<file path="src/rtl/axis_block_sig_gen.sv">
// Purpose: per-channel AXI-Stream stall detector feeding the deadlock monitor with blocked flags and event statistics.
// Latency: a flag rises on the edge that ends the THRESH-th consecutive stall cycle and falls on the edge after any non-stall cycle.
// Backpressure: passive observer; never drives TVALID/TREADY. Outputs are fully registered.
module axis_block_sig_gen #(
   parameter int NUM_CH = 5,
   parameter int THRESH = 16,
   parameter int CNT_W  = 16
) (
   input  logic              ap_clk,
   input  logic              ap_rst_n,
   input  logic              clear,
   input  logic [NUM_CH-1:0] tvalid,
   input  logic [NUM_CH-1:0] tready,
   output logic [NUM_CH-1:0] axis_block_sigs,
   output logic              any_block,
   output logic              first_blk_vld,
   output logic [4:0]        first_blk_id,
   output logic [CNT_W-1:0]  blk_event_cnt
);

   localparam int RUN_W = $clog2(THRESH + 1);

   localparam logic ST_IDLE    = 1'b0;
   localparam logic ST_BLOCKED = 1'b1;

   localparam logic [RUN_W-1:0] RUN_MAX = RUN_W'(THRESH);
   // A stall seen while the counter sits here completes the THRESH-th stall cycle.
   localparam logic [RUN_W-1:0] RUN_ARM = RUN_W'(THRESH - 1);

   logic [NUM_CH-1:0] stall;
   logic [NUM_CH-1:0] rise;
   logic [NUM_CH-1:0] state;
   logic [NUM_CH-1:0] state_nxt;
   logic [RUN_W-1:0]  run [NUM_CH];

   logic [5:0]        n_rise;
   logic [4:0]        rise_id;
   logic [CNT_W+5:0]  cnt_sum;
   logic [CNT_W-1:0]  cnt_nxt;

   assign stall = tvalid & ~tready;

   genvar g;
   generate
      for (g = 0; g < NUM_CH; g++) begin : g_ch
         assign rise[g]      = stall[g] && (state[g] == ST_IDLE) && (run[g] == RUN_ARM);
         assign state_nxt[g] = !stall[g] ? ST_IDLE : (rise[g] ? ST_BLOCKED : state[g]);

         // Per-channel stall run counter (saturating) and IDLE/BLOCKED state.
         always_ff @(posedge ap_clk or negedge ap_rst_n) begin
            if (!ap_rst_n) begin
               run[g]   <= '0;
               state[g] <= ST_IDLE;
            end else if (clear) begin
               run[g]   <= '0;
               state[g] <= ST_IDLE;
            end else begin
               state[g] <= state_nxt[g];
               if (!stall[g])
                  run[g] <= '0;
               else if (run[g] < RUN_MAX)
                  run[g] <= run[g] + RUN_W'(1);
            end
         end
      end
   endgenerate

   assign axis_block_sigs = state;

   // Count rising channels this cycle and pick the lowest-numbered one.
   always_comb begin
      n_rise  = '0;
      rise_id = '0;
      for (int i = NUM_CH - 1; i >= 0; i--) begin
         if (rise[i]) begin
            n_rise  = n_rise + 6'd1;
            rise_id = 5'(i);
         end
      end
   end

   // Saturating add of this cycle's rising edges onto the event counter.
   always_comb begin
      cnt_sum = {6'd0, blk_event_cnt} + {{CNT_W{1'b0}}, n_rise};
      cnt_nxt = (cnt_sum > {6'd0, {CNT_W{1'b1}}}) ? {CNT_W{1'b1}} : cnt_sum[CNT_W-1:0];
   end

   // Aggregate outputs: OR of next flags, event counter and sticky first-blocker record.
   always_ff @(posedge ap_clk or negedge ap_rst_n) begin
      if (!ap_rst_n) begin
         any_block     <= 1'b0;
         first_blk_vld <= 1'b0;
         first_blk_id  <= '0;
         blk_event_cnt <= '0;
      end else if (clear) begin
         any_block     <= 1'b0;
         first_blk_vld <= 1'b0;
         first_blk_id  <= '0;
         blk_event_cnt <= '0;
      end else begin
         any_block     <= |state_nxt;
         blk_event_cnt <= cnt_nxt;
         if (!first_blk_vld && (|rise)) begin
            first_blk_vld <= 1'b1;
            first_blk_id  <= rise_id;
         end
      end
   end

endmodule

</file>
<file path="config.mk">
export PLATFORM = sky130hd
export DESIGN_NAME = axis_block_sig_gen
export DESIGN_NICKNAME = d
export VERILOG_FILES = /design/src/rtl/axis_block_sig_gen.sv
export SDC_FILE = /design/constraint.sdc
export NUM_CORES = 1
export LEC_CHECK = 0
export CAP_MARGIN = 25
export CORE_MARGIN = 2
export CORE_UTILIZATION = 47
export CTS_CLUSTER_DIAMETER = 30
export DETAILED_ROUTE_END_ITERATION = 12
export PLACE_DENSITY = 0.7
export SLEW_MARGIN = 20
export SYNTH_ARGS = -nofsm -noshare
export SYNTH_HDL_FRONTEND = slang
export SYNTH_SLANG_ARGS = --single-unit
</file>
<file path="constraint.sdc">
create_clock -name ap_clk -period 5.6 [get_ports ap_clk]
set_clock_uncertainty 0.15 [all_clocks]
set_input_delay 0.84 -clock ap_clk [delete_from_list [all_inputs] [get_ports ap_clk]]
set_output_delay 0.84 -clock ap_clk [all_outputs]
set_load 0.02 [all_outputs]
</file>
# Word-level counts from Yosys, hierarchy flattened
# Cells that the tools add are included.
# totals
register_bits	53
inputBits	13
output_inout_bits	28
word_cells	109
# op_classes
n_addsub	10
n_lt_le_gt_ge	6
n_eq_ne	10
muxes	47
bitwise_logic	7
n_reduce_logical	15
# op_table
op	count
$mux W5	21
$mux W16	2
$add A5 B1 Y5 const B	5
$eq A5 B4 Y1 const B	5
$lt A5 B5 Y1 const B	5
$add A6 B1 Y6 const B	4
$mux W6	4
$mux W1	19
$add A16 B6 Y17	1
$gt A17 B16 Y1 const B	1
$ne A3 B2 Y1 const B	5
$logic_and A1 B1 Y1	11
$reduce_or A5 Y1	2
$and A5 B5 Y5	1
$not A1 Y1	5
$not A5 Y5	1
$mux W3	1
$reduce_bool A2 Y1	1
$logic_not A1 Y1	1

# Depth between registers and ports, before layout
# depth
depth_word	17
ltp_mapped	20
mapped_depth_nobuf	18

# Worst setup path after synthesis
# OpenSTA, ideal clock, no wires.
# synth_path
kind	input-to-reg
start	in tready[3]
end	reg blk_event_cnt[9]
setup_time_ns	0.082
arrival_time_ns	4.027
required_ns	5.368
slack_ns	1.340
path_stages	15
path_buffers	0
cell_sequence	and4bb_2 inv_1 ha_1 inv_1 a21oi_1 a211oi_1 nor2_1 ha_1 nand2_1 o31ai_1 ha_1 a21o_1 a311oi_2 or4_2 a31oi_1
# synth_between
elab_chain_len	15
# synth_lines
item	line	source
start: declaration	13	input logic [NUM_CH-1:0] tready,
$not A5 Y5 *	41	assign stall = tvalid & ~tready;
$and A5 B5 Y5 *	41	
$logic_and A1 B1 Y1 * (2 in a row)	46	assign rise[g] = stall[g] && (state[g] == ST_IDLE) && (run[g] == RUN_ARM);
$mux W6 *	75	if (rise[i]) begin
$add A6 B1 Y6	76	n_rise = n_rise + 6'd1;
$mux W6 *	75	
$add A6 B1 Y6	76	
$mux W6 *	75	
$add A6 B1 Y6	76	
$mux W6 *	75	
$add A16 B6 Y17 *	84	cnt_sum = {6'd0, blk_event_cnt} + {{CNT_W{1'b0}}, n_rise};
$gt A17 B16 Y1	85	cnt_nxt = (cnt_sum > {6'd0, {CNT_W{1'b1}}}) ? {CNT_W{1'b1}} : cnt_sum[CNT_W-1:0];
$mux W16 *	85	
$mux W16 *	95	end else if (clear) begin
end signal: assignment	102	blk_event_cnt <= cnt_nxt;
end: declaration	18	output logic [CNT_W-1:0] blk_event_cnt
# Mark *: on every way between the ends. The rest lies on a longest branch, timed or not.
# A chain may end at the register's enable or synchronous reset.

# Worst setup path after layout
# layout_path
start	in tready[3]
end	reg blk_event_cnt[10]
# Same word-level chain as after synthesis.

==> out/results.ini <==
[cts]
clk_latency_ns=0.30
post_cts_buffers=0
clockBufferDepth=2
cts.sinks=51
cts_root_buffer=clkbuf_8
cts_buffers=5
cts_resized=0
cts_hold_buffers=0
htreeDepth=2
path_clk_slew_ns=0.09
cts_tree=built

[worst_setup_path]
start_kind=input pin
reg2reg_to=blk_event_cnt[10]$_DFF_PN0_
cp_slowest_stage_delay_ns=0.47
timing.rr.start=run[0]$_DFFE_PN0P_
worst-r2r-cell-count=18
cp_max_fo=13
r2r_slack_ns=0.78
path_cells=clkdlybuf4s50_1 -> and4bb_2 -> inv_1 -> ha_1 -> inv_1 -> a21oi_1 -> a211oi_1 -> nor2_1 -> ha_1 -> nand2_1 -> o31ai_1 -> fa_1 -> a41oi_1 -> o21ai_0 -> nand3_1 -> a31oi_1
worstPathRequired_ns=5.60
worst_ep_arrival_time_ns=4.91
slowest_stage=fa_1
end_kind=flop
crit_type=in -> reg

[power_and_ir_drop]
switching_share=0.232
p_leak_nw=1.52
powerDensity_mw_per_mm2=198
p_sw_uw=162
clkPwrFrac=0.355
p_comb_frac=0.099
total_power_uw=697
ir_drop_mv=0.126
pwr-share-seq=0.546
intPower_uw=535

[logic_synthesis]
syn_area_mm2=0.00299
synth_top_area_cell=dfrtp_1
synth_area_per_cell_um2=9.86
ys_seq_area_frac=0.427
synth.top_cell.area_share=0.427
synthTopCellsByCount=dfrtp_1 (51), nor2_1 (41), a21oi_1 (23)
synthCells=303
synthDistinctLibCells=56
synth.area.top_cells=dfrtp_1 (43%), ha_1 (7.5%), nor2_1 (5.2%)
ys_ff_latch=51
ys.warnings.count=0
synth_edf_count=0
async_flop_share=1.00
ys.flop_type=dfrtp_1
synth_most_common_cell=dfrtp_1

[die]
fp.dieH_um=83.7
core_area_mm2=0.00624
dieArea_mm2=0.00701
io_pins=41
die_x_um=83.7
start_util=0.479
fp-row-count=29

[routing]
drtPass1Iterations=4
drtAntennaViolNets=0
wl_mm=5.79
drcViolationCount=0
dr.first_iter.drc_count=83
wire_per_inst_um=13.9
routed-via-count=2302
vias_per_cell=5.53

[placement]
place_ws_ns=0.403
io_buffers=38
gp_congestion=0.779
hpwl_mm=4.21
placed_cells_incl_taps=408

[status]
status=complete, no violations

[global_route]
grt_usage=0.180
grt_pass1_wl_mm=10.4
gr-total-overflow=0
grt_pass1_vias=2313
antenna_found_initial=0
grt_max_degree=52

[layout]
nets=371
drive_gt1_frac=0.0855
final_cells=416
n_antenna_cell=0
syn_to_final_growth_pct=18.0

[sta]
post-route-period-util=0.875
hold_ws_ns=0.395
finalMaxSlewViolations=0
relSlewSlack=0.576
hold_violations=0
fin_ws_ns=0.698
worstMarginPinSlew_ns=0.636
rsz0062_at_grt=false
fin_tns_setup_ns=0
final.min_clock_period_ns=4.90
setup_violations=0
fmax_mhz=204

[hold_path]
holdCritPathClass=reg -> reg
holdPathStages=2
whs_endpoint=run[23]$_DFFE_PN0P_
hold_path.startpoint=run[23]$_DFFE_PN0P_

[flow_run]
cap_violations=0

## per-layer routing
layer | GRT usage | wire [um]
met5 | 0 | 0
met2 | 0.296 | 2710
met1 | 0.239 | 2780
met4 | 0.0601 | 83
met3 | 0.0376 | 218
## worst max-delay path by stage
stage | from | cells after the start | slack, ns | endpoint
after detailed placement | tvalid[3] | 16 | 0.40 | blk_event_cnt[11]$_DFF_PN0_
final | tready[3] | 16 | 0.70 | blk_event_cnt[10]$_DFF_PN0_
after global routing | tvalid[3] | 16 | 0.34 | blk_event_cnt[11]$_DFF_PN0_
after floorplan | tready[3] | 15 | 1.34 | blk_event_cnt[9]$_DFF_PN0_
after CTS | tready[3] | 16 | 0.71 | blk_event_cnt[10]$_DFF_PN0_
after global placement | tready[3] | 16 | 0.58 | blk_event_cnt[13]$_DFF_PN0_
## state kept, by name, indices dropped and copies added (netlist names)
register	flops
run	25
blk_event_cnt	16
axis_block_sigs	5
first_blk_id	3
any_block	1
first_blk_vld	1
## critical path: cells and delay by family
family,cells,cell delay (ns)
AOI/OAI and AO/OA,6,1.33
adders and majority gates,3,1.11
buffers and inverters,3,0.65
and+or+nand+nor,4,0.97
## cells in the final DEF, fill, tap and decap left out, types with 2 or more instances in the layout
master,count
nor2_1,41
conb_1,3
or3_1,3
nand4bb_1,2
and3_1,5
nand3_1,5
buf_4,2
ha_1,18
nand4_1,6
xnor2_1,7
o31ai_1,3
dfrtp_1,51
nand2_1,7
xor2_1,13
nand2b_1,7
nor3_1,8
clkbuf_8,5
or4_1,2
and4_1,2
nor2b_1,10
and4bb_2,4
o21a_1,2
or3b_2,3
nand4b_1,2
nor4_1,3
clkdlybuf4s50_1,37
o21ai_0,9
a311oi_1,3
a21oi_1,23
mux2i_1,5
inv_1,13
a31oi_1,7
## stage by stage
stage | area (um^2) | utilization
after floorplan | 3000 | -
after global placement | 3410 | 0.546
after detailed placement | 3410 | 0.546
after CTS | 3510 | 0.562
after global routing | 3520 | 0.565
final | 3520 | 0.565
## power groups by stage
stage | logic [mW] | registers, mW | clock network [mW]
after detailed placement | 0.0679 | 0.388 | 0
after CTS | 0.0685 | 0.381 | 0.255
after floorplan | 0.0393 | 0.389 | 0
after global routing | 0.0770 | 0.382 | 0.266
final | 0.0687 | 0.381 | 0.247
after global placement | 0.0673 | 0.388 | 0
## final cells by class
cell class,instances,area [um^2]
sequential,51,1280
multi-input combinational,227,1600
inverter,13,48.8
clock buffer,6,72.6
timing repair buffer,41,405
clock inverter,1,30.0
tap,77,96.3
fill,577,2720
## logic make-up after synthesis
logic type | share of synthesized area
flops | 0.427
fa+ha+maj | 0.0821
buf+inv | 0.0415
xor+xnor | 0.0662
mux | 0.0205
other cells | 0.00126
simple gates | 0.227
compound gates | 0.134
Note: power is estimated with default switching activity, not from simulation.
